`src/rtl/demux_pkg.sv`:
```
// Shared definitions for the stream demultiplexer: routing modes, the default
// error-counter width and the round-robin pointer advance.
package demux_pkg;

  localparam logic MODE_SEL = 1'b0;
  localparam logic MODE_RR  = 1'b1;

  localparam int ERR_W_DEFAULT = 8;

  // Wraps to 0 at n_ch-1, and also pulls any out-of-range pointer back to 0.
  function automatic int unsigned rr_advance(input int unsigned ptr, input int unsigned n_ch);
    if (ptr + 32'd1 >= n_ch) return 32'd0;
    return ptr + 32'd1;
  endfunction

endpackage

```
`src/rtl/demux_slot.sv`:
```
// One-entry holding register for a single output channel.
// A load in the same cycle as a drain keeps the slot full with the new word.
module demux_slot
  import demux_pkg::*;
#(
  parameter int WIDTH = 1
) (
  input  logic             clk,
  input  logic             rst_n,
  input  logic             load,
  input  logic [WIDTH-1:0] load_data,
  input  logic             drain,
  output logic [WIDTH-1:0] data,
  output logic             full
);

  logic             full_q, full_d;
  logic [WIDTH-1:0] data_q, data_d;

  always_comb begin
    full_d = load | (full_q & ~drain);
    data_d = load ? load_data : data_q;
  end

  always_ff @(posedge clk) begin
    if (!rst_n) begin
      full_q <= 1'b0;
      data_q <= '0;
    end else begin
      full_q <= full_d;
      data_q <= data_d;
    end
  end

  assign data = data_q;
  assign full = full_q;

endmodule

```
`src/rtl/demultiplexor_stream.sv`:
```
// Registered 1-to-N stream demultiplexer: directed or round-robin routing into
// per-channel holding slots, with invalid-select drop counting.
module demultiplexor_stream
  import demux_pkg::*;
#(
  parameter int WIDTH = 1,
  parameter int N_CH  = 2,
  parameter int SEL_W = 1,
  parameter int ERR_W = ERR_W_DEFAULT
) (
  input  logic                  clk,
  input  logic                  rst_n,
  input  logic                  mode,
  input  logic [WIDTH-1:0]      in_data,
  input  logic [SEL_W-1:0]      in_sel,
  input  logic                  in_valid,
  output logic                  in_ready,
  output logic [N_CH*WIDTH-1:0] out_data,
  output logic [N_CH-1:0]       out_valid,
  input  logic [N_CH-1:0]       out_ready,
  output logic [SEL_W-1:0]      rr_ptr,
  output logic                  sel_err,
  output logic [ERR_W-1:0]      err_cnt
);

  logic [SEL_W-1:0] rr_ptr_q, rr_ptr_d;
  logic             sel_err_q, sel_err_d;
  logic [ERR_W-1:0] err_cnt_q, err_cnt_d;

  logic [SEL_W-1:0] tgt;
  logic             tgt_ok;
  logic             accept;
  logic [N_CH-1:0]  load;
  logic [N_CH-1:0]  slot_full;
  logic [WIDTH-1:0] slot_data [N_CH];

  always_comb begin
    tgt    = (mode == MODE_RR) ? rr_ptr_q : in_sel;
    tgt_ok = int'(tgt) < N_CH;

    // Only a stalled target slot blocks; invalid targets are always taken and dropped.
    in_ready = 1'b1;
    for (int i = 0; i < N_CH; i++) begin
      if (int'(tgt) == i && slot_full[i] && !out_ready[i]) in_ready = 1'b0;
    end

    accept = in_valid && in_ready;

    load = '0;
    for (int i = 0; i < N_CH; i++) begin
      load[i] = accept && (int'(tgt) == i);
    end

    rr_ptr_d = rr_ptr_q;
    if (accept && mode == MODE_RR) begin
      rr_ptr_d = SEL_W'(rr_advance(32'(rr_ptr_q), 32'(N_CH)));
    end

    sel_err_d = accept && !tgt_ok;

    err_cnt_d = err_cnt_q;
    if (sel_err_d && err_cnt_q != '1) err_cnt_d = err_cnt_q + ERR_W'(1);
  end

  always_ff @(posedge clk) begin
    if (!rst_n) begin
      rr_ptr_q  <= '0;
      sel_err_q <= 1'b0;
      err_cnt_q <= '0;
    end else begin
      rr_ptr_q  <= rr_ptr_d;
      sel_err_q <= sel_err_d;
      err_cnt_q <= err_cnt_d;
    end
  end

  for (genvar g = 0; g < N_CH; g++) begin : g_slot
    demux_slot #(
      .WIDTH(WIDTH)
    ) u_slot (
      .clk       (clk),
      .rst_n     (rst_n),
      .load      (load[g]),
      .load_data (in_data),
      .drain     (out_ready[g]),
      .data      (slot_data[g]),
      .full      (slot_full[g])
    );
    assign out_data[g*WIDTH +: WIDTH] = slot_data[g];
  end

  assign out_valid = slot_full;
  assign rr_ptr    = rr_ptr_q;
  assign sel_err   = sel_err_q;
  assign err_cnt   = err_cnt_q;

endmodule

```
`config.mk`:
```
export PLATFORM = sky130hd
export DESIGN_NAME = demultiplexor_stream
export DESIGN_NICKNAME = d
export VERILOG_FILES = /design/src/rtl/demux_pkg.sv /design/src/rtl/demux_slot.sv /design/src/rtl/demultiplexor_stream.sv
export SDC_FILE = /design/constraint.sdc
export NUM_CORES = 1
export LEC_CHECK = 0
export BUFFER_PORTS_ARGS = -buffer_cell sky130_fd_sc_hd__clkbuf_2
export CAP_MARGIN = 15
export CORE_AREA = 5 5 42 44
export CTS_CLUSTER_DIAMETER = 60
export DETAILED_ROUTE_END_ITERATION = 8
export DIE_AREA = 0 0 47 49
export SYNTH_ARGS = -nofsm -noshare
export SYNTH_HDL_FRONTEND = slang
export SYNTH_SLANG_ARGS = --single-unit
```
`constraint.sdc`:
```
create_clock -name clk -period 1.5 [get_ports clk]
set_clock_uncertainty 0.2 [all_clocks]
set_input_delay 0.15 -clock clk [delete_from_list [all_inputs] [get_ports clk]]
set_output_delay 0.15 -clock clk [all_outputs]
set_load 0.03 [all_outputs]
```
# Word level (Yosys, flattened, before mapping)
# Cells that the tools add are included.
[word_totals]
ff_bits = 5
out_inout_bits = 15
word_cells = 30
[op_classes]
add_sub_neg = 1
magnitude_cmp = 1
n_mux = 6
bitwise_logic = 7
n_reduce_logical = 10
[ops]
columns = ["cell", "count"]
rows = [
  ["$logic_and A1 B1 Y1", 8],
  ["$mux W1", 6],
  ["$not A1 Y1", 3],
  ["$add A1 B1 Y2 const B", 1],
  ["$and A1 B1 Y1", 2],
  ["$ge A2 B2 Y1 const B", 1],
  ["$logic_not A1 Y1", 2],
  ["$or A1 B1 Y1", 2],
]

# Depth between registers and ports, before layout
# Gate-level depths: netlist of the first run.
[depth]
depth_word = 10
depth_mapped = 3

# Cells and area by module
# From an unflattened synthesis of the first run, not the netlist that was laid out.
[hier_totals]
cells_unflattened = 33
area_unflattened_um2 = 311.5
[modules_own_cells]
columns = ["module", "instances", "cells_each", "area_per_inst_um2"]
rows = [
  ["demultiplexor_stream", 1, 21, 171.4],
  ["demux_slot", 2, 6, 70.1],
]

# Least setup slack after synthesis of the first run
# No wires, ideal clock.
[synth_path]
path_kind = "register -> output"
start = "reg rr_ptr_q, in the netlist rr_ptr"
end = "out in_ready"
arrival_ps = 1223
path_slack_ps = -73
path_stages_with_launch = 4
path_buffers = 0
path_cell_list = "dfxtp_1 > mux2_4 > nor2_1 > nor2_1"
[synth_between]
elab_chain_len = 6
word_cells_on_any_way = 8
classes_between = "mux (3); bitwise (1); reduce/logical (4)"
[synth_rtl]
columns = ["element", "line", "text"]
rows = [
  ["start: declaration", "demultiplexor_stream.sv:26", "logic [SEL_W-1:0] rr_ptr_q, rr_ptr_d;"],
  ["start signal: assignment", "demultiplexor_stream.sv:71", "rr_ptr_q <= rr_ptr_d;"],
  ["$mux W1 (*)", "demultiplexor_stream.sv:38", "tgt = (mode == MODE_RR) ? rr_ptr_q : in_sel;"],
  ["$not A1 Y1", "demultiplexor_stream.sv:44", "if (int'(tgt) == i && slot_full[i] && !out_ready[i]) in_ready = 1'b0;"],
  ["$logic_and A1 B1 Y1 (2 in a row)", "demultiplexor_stream.sv:44", ""],
  ["$mux W1", "demultiplexor_stream.sv:44", ""],
  ["$mux W1 (*)", "demultiplexor_stream.sv:44", ""],
  ["end: declaration", "demultiplexor_stream.sv:17", "output logic in_ready,"],
]
# Mark *: on every way between the ends. The rest lies on a longest branch, timed or not.

# Worst setup path in the final report of the first run
# Same ends and word-level chain as after synthesis.

==> results of run 1 <==
synth_stat cells:
cell type	number	area, um2
sky130_fd_sc_hd__dfxtp_1	5	100
sky130_fd_sc_hd__nand3_1	1	5.00
sky130_fd_sc_hd__conb_1	1	3.75
sky130_fd_sc_hd__and3_1	1	6.26
sky130_fd_sc_hd__buf_4	13	97.6
sky130_fd_sc_hd__nand2b_1	2	12.5
sky130_fd_sc_hd__a21boi_0	2	15.0
sky130_fd_sc_hd__nand3_2	1	10.0
sky130_fd_sc_hd__mux2i_1	3	30.0
sky130_fd_sc_hd__mux2_4	1	15.0
sky130_fd_sc_hd__nand4_1	1	6.26
sky130_fd_sc_hd__a31o_2	1	8.76
sky130_fd_sc_hd__nand2_1	5	18.8
sky130_fd_sc_hd__nor2_1	3	11.3
cell type report:
class / count / area share, %
clock buffer: 4 / 6.05
sequential: 5 / 23.3
timing repair buffer: 15 / 21.0
tap: 16 / 4.61
multi-input combinational: 30 / 45.0
power groups by stage:
stage | sequential (mW) | clock [mW] | combinational, mW
2_1_floorplan | 0.153 | 0 | 0.101
6_report | 0.149 | 0.156 | 0.120
3_3_place_gp | 0.149 | 0 | 0.104
3_5_place_dp | 0.150 | 0 | 0.105
4_1_cts | 0.148 | 0.166 | 0.117
5_1_grt | 0.150 | 0.174 | 0.128
routing by layer:
layer / track usage (%) / share of wire, % / vias to the layer above
met2: 9.95 / 46 / 16
li1: - / - / 138
met3: 7.01 / 18 / 0
met1: 5.95 / 35 / 118
met4: 1.38 / 0 / 0
met5: 0 / 0 / -
registers in the layout, summed over array words and instances (netlist names):
name                flops
g_slot.u_slot.full      2
rr_ptr                  1
g_slot.u_slot.data      2
critical path, stage by stage (launching register included):
cell and delay [ns]:
sky130_fd_sc_hd__dfxtp_2 0.34, sky130_fd_sc_hd__mux2_4 0.28, sky130_fd_sc_hd__nor2_4 0.09, sky130_fd_sc_hd__nor2_2 0.05
sky130_fd_sc_hd__clkbuf_8 0.15
cell families (layout without fill, tap and decap cells):
family / Yosys count / count (layout)
mux: 4 / 4
simple gates: 14 / 14
buf+inv: 13 / 19
flops: 5 / 5
other cells: 1 / 9
compound gates: 3 / 3
metrics by stage:
stage	setup WS, ns	instances	setup TNS [ns]	util (%)	power, mW
global placement	0.202	64	0	25.7	0.253
detailed placement	0.187	64	0	25.7	0.254
CTS	0.00182	70	0	30.4	0.430
finish	-0.00619	70	-0.00619	31.0	0.425
global route	-0.0560	70	-0.0560	31.0	0.452
floorplan	0.0518	48	0	-	0.253
final timing paths:
check	to	cells after the start
max	in_ready	4
min	g_slot[0].u_slot.full	2
max reg2reg	g_slot[1].u_slot.data	4
min reg2reg	g_slot[1].u_slot.data	2
timing repair:
| action | CTS | global route |
|---|---|---|
| endpoints found under the hold margin | 2 | 0 |
| setup buffers | 1 | 0 |
| endpoints found under the setup margin | 1 | 1 |
| resized for setup | 6 | 1 |
| hold buffers | 1 | 0 |
==> results.py, run 1 <==
metrics = {
    "pwr": {
        "p_clk_share_pct": 36.8,
        "cellLeakagePower_nw": 0.218,
        "switching_share_pct": 33.2,
        "power.combinational.fraction_pct": 28.2,
        "seq_power_share_pct": 35.0,
        "power.internal_uw": 284,
        "power_density_nw_per_um2": 978,
        "power.switching_uw": 141,
        "vdd.ir_drop.worst_v": 0.000306,
    },
    "global_route": {
        "vias_in_the_first_global_route": 261,
        "grt_use_total_pct": 6.55,
        "globalRouteOverflowTotal": 0,
        "wire_length_of_the_first_global_routing_pass_um": 1030,
        "grt_antenna_before_repair": 0,
        "grt_max_degree": 7,
    },
    "floorplan": {
        "number_of_primary_i_o_pins": 23,
        "die-area_um2": 2300,
        "die_y_extent_um": 49,
        "core-area_um2": 1400,
        "starting_density_of_the_core_pct": 24.3,
        "standard_cell_row_count": 14,
        "dieWidth_um": 47,
    },
    "cells_and_area": {
        "fin_nets": 63,
        "multiInputGateArea_um2": 195,
        "seqCellArea_um2": 101,
        "layout_commonest_cell": "sky130_fd_sc_hd__clkbuf_2",
        "post_route_cells_drive_above_1_share_pct": 44.4,
        "fill_cells": 168,
        "antenna-diode-count": 0,
        "flow.area_growth_from_synthesis_pct": 27.6,
        "finalInstanceArea_um2": 434,
        "layout_common_cells": "sky130_fd_sc_hd__clkbuf_2 (12), sky130_fd_sc_hd__conb_1 (9), sky130_fd_sc_hd__nand2_1 (5)",
    },
    "synth": {
        "syn_inst": 40,
        "largest_family_of_logic_cells_by_synthesized_area": "buffers and inverters",
        "synth_warnings": 0,
        "simple_gate_fraction_of_synth_area_pct": 20.6,
        "synth.ff_latch_count": 5,
        "muxShareOfSynthArea_pct": 13.2,
        "post_synth_fa_ha_maj_area_fraction_pct": 0,
        "netlist-cell-type-count": 14,
        "ys_seq_area_share_pct": 29.4,
        "synth-compound-area-share_pct": 6.99,
        "yosys.area_share.xor_xnor_pct": 0,
        "syn_area_um2": 340,
        "synthesis.area_per_instance_um2": 8.51,
    },
    "setup_path": {
        "required_ns": 1.15,
        "timing.critical_path.from": "rr_ptr",
        "startpoint_type": "flip-flop",
        "regToRegStartpoint": "rr_ptr",
        "worst-r2r-setup-slack_ns": 0.24,
        "crit_fanout": 5,
        "worstSetupPathType": "reg -> out",
        "worst-endpoint-arrival_ns": 1.16,
        "crit_path_end_kind": "output port",
    },
    "job": {
        "drv.max_cap_violation_count": 0,
    },
    "timing": {
        "rsz_0062_raised_after_global_routing": "yes",
        "hold_viol": 0,
        "slew_viol_final": 0,
        "setup_viol": 1,
        "hold-worst-slack_ns": 0.0177,
        "clock.fmax_ghz": 0.664,
        "fin_crit_ns": 1.51,
        "post-route-worst-setup-slack_ns": -0.00619,
        "post-route-period-util_pct": 100,
    },
    "clocking": {
        "cts_made_buffers": 3,
        "worstSkewPairLatency_ns": 0.24,
        "cts_root_buf": "sky130_fd_sc_hd__clkbuf_4",
        "clock_tree.buffer_depth": 2,
        "htree_num_levels": 1,
        "clock_sinks": 5,
        "path_clk_slew_ns": 0.04,
        "tritoncts": "built",
    },
    "detailed_routing": {
        "first_iter_violations": 4,
        "post_drt_wl_per_cell_um": 9.64,
        "totalWireLength_um": 675,
        "drc_viols": 0,
        "antenna_left": 0,
        "dr_total_vias": 272,
        "vias_per_cell": 3.89,
        "drtPass1Iterations": 2,
    },
    "min_path": {
        "hp-class": "in -> reg",
        "timing.hold.worst.start": "rst_n",
    },
    "placed_design": {
        "total_of_buffers_placed_on_input_and_output_ports": 13,
        "placedInstanceArea_um2": 360,
        "detailedPlacementHpwl_um": 536,
        "place_congestion": 0.632,
    },
    "outcome": {
        "violations": "negative setup slack",
        "run_status": "finished with violations",
    },
}
Note: power is estimated with default switching activity, not from simulation.
==> run 2, diff against run 1 <==
RECOVER_POWER = 50   (was not set)
==> results.py, run 2 (same netlist as run 1, synthesis figures left out) <==
metrics = {
    "cells_and_area": {
        "fill_cells": 170,
        "post_route_cells_drive_above_1_share_pct": 38.9,
        "seqCellArea_um2": 101,
        "antenna-diode-count": 0,
        "fin_nets": 63,
        "layout.cells.non_filler": 70,
        "layout_common_cells": "sky130_fd_sc_hd__conb_1 (9), sky130_fd_sc_hd__clkbuf_2 (9), sky130_fd_sc_hd__nand2_1 (5)",
        "multiInputGateArea_um2": 195,
        "flow.area_growth_from_synthesis_pct": 26.5,
    },
    "clocking": {
        "htree_num_levels": 1,
        "clock_sinks": 5,
        "cts_root_buf": "sky130_fd_sc_hd__clkbuf_4",
        "worstSkewPairLatency_ns": 0.24,
        "clock_tree.buffer_depth": 2,
        "path_clk_slew_ns": 0.04,
        "tritoncts": "built",
        "cts_made_buffers": 3,
    },
    "global_route": {
        "grt_use_total_pct": 6.55,
        "vias_in_the_first_global_route": 261,
        "globalRouteOverflowTotal": 0,
        "grt_max_degree": 7,
        "grt_antenna_before_repair": 0,
        "wire_length_of_the_first_global_routing_pass_um": 1030,
    },
    "setup_path": {
        "worst-endpoint-arrival_ns": 1.16,
        "required_ns": 1.15,
        "startpoint_type": "flip-flop",
        "crit_fanout": 5,
        "crit_path_end_kind": "output port",
        "worstSetupPathType": "reg -> out",
    },
    "floorplan": {
        "number_of_primary_i_o_pins": 23,
        "dieWidth_um": 47,
        "die_y_extent_um": 49,
        "core-area_um2": 1400,
        "standard_cell_row_count": 14,
        "die-area_um2": 2300,
        "starting_density_of_the_core_pct": 24.3,
    },
    "placed_design": {
        "dp_cells": 64,
        "total_of_buffers_placed_on_input_and_output_ports": 13,
        "place_congestion": 0.632,
        "detailedPlacementHpwl_um": 536,
        "place_ws_ns": 0.187,
    },
    "timing": {
        "clock.fmax_ghz": 0.664,
        "post-route-period-util_pct": 100,
        "hold-worst-slack_ns": 0.0177,
        "slew_viol_final": 0,
        "setup_viol": 1,
        "rsz_0062_raised_after_global_routing": "yes",
        "fin_crit_ns": 1.51,
        "post-route-worst-setup-slack_ns": -0.00619,
        "hold_viol": 0,
    },
    "detailed_routing": {
        "dr_total_vias": 272,
        "post_drt_wl_per_cell_um": 9.73,
        "drc_viols": 0,
        "first_iter_violations": 4,
        "totalWireLength_um": 681,
        "drtPass1Iterations": 2,
        "antenna_left": 0,
        "vias_per_cell": 3.89,
    },
    "pwr": {
        "p_total_uw": 423,
        "cellLeakagePower_nw": 0.208,
        "power_density_nw_per_um2": 984,
        "vdd.ir_drop.worst_v": 0.000306,
    },
    "outcome": {
        "run_status": "finished with violations",
        "violations": "negative setup slack",
    },
    "job": {
        "drv.max_cap_violation_count": 0,
    },
    "min_path": {
        "hp-class": "in -> reg",
    },
}
-- run 2: cell counts in the layout (fill, tap and decap cells not counted) --
Identical to the previous run, type by type.
-- run 2: repair_timing --
item,4_1_cts,5_1_grt
cloned,0,0
hold buffers,1,0
hold endpoints to repair,2,0
endpoints found under the setup margin,1,1
gates resized for setup,6,1
buffers inserted,1,0
-- run 2: final timing paths --
kind              slack [ns]                     to                  start  cells past startpoint
setup / recovery      -0.006               in_ready                 rr_ptr                      4
hold / removal          0.02  g_slot[0].u_slot.full                  rst_n                      2
setup reg to reg        0.24  g_slot[1].u_slot.data                 rr_ptr                      4
hold reg to reg         0.25  g_slot[1].u_slot.data  g_slot[1].u_slot.data                      2
-- run 2: per-stage QoR --
| stage | area [um2] | utilization (%) | TNS, ns |
|---|---|---|---|
| after floorplan | 373 | - | 0 |
| after detailed placement | 360 | 25.7 | 0 |
| after global placement | 360 | 25.7 | 0 |
| final | 430 | 30.7 | -0.00619 |
| after CTS | 425 | 30.4 | 0 |
| after global routing | 430 | 30.7 | -0.0560 |
-- run 2: cell type report --
| cell class | count | area share, % |
|---|---|---|
| clock buffers | 4 | 6.10 |
| multi-input cells | 30 | 45.3 |
| flip-flops and latches | 5 | 23.5 |
| repair buffers | 15 | 20.3 |
| well taps | 16 | 4.65 |
-- run 2: power by group --
group / internal (mW) / total (mW) / switching (mW)
clock: 0.101 / 0.156 / 0.0557
combinational: 0.0392 / 0.118 / 0.0792
sequential: 0.143 / 0.149 / 0.00618
-- run 2: per-layer routing --
| metal | up-vias | global-route usage (%) | part of all wire [%] |
|---|---|---|---|
| li1 | 138 | - | - |
| met1 | 118 | 5.95 | 35 |
| met2 | 16 | 9.95 | 46 |
| met3 | 0 | 7.01 | 18 |
| met4 | 0 | 1.38 | 0 |
| met5 | - | 0 | 0 |
-- run 2: critical path, stage by stage, from the launching register on --
cell	delay [ns]
sky130_fd_sc_hd__dfxtp_2	0.34
sky130_fd_sc_hd__mux2_4	0.28
sky130_fd_sc_hd__nor2_4	0.09
sky130_fd_sc_hd__nor2_2	0.05
sky130_fd_sc_hd__clkbuf_8	0.15
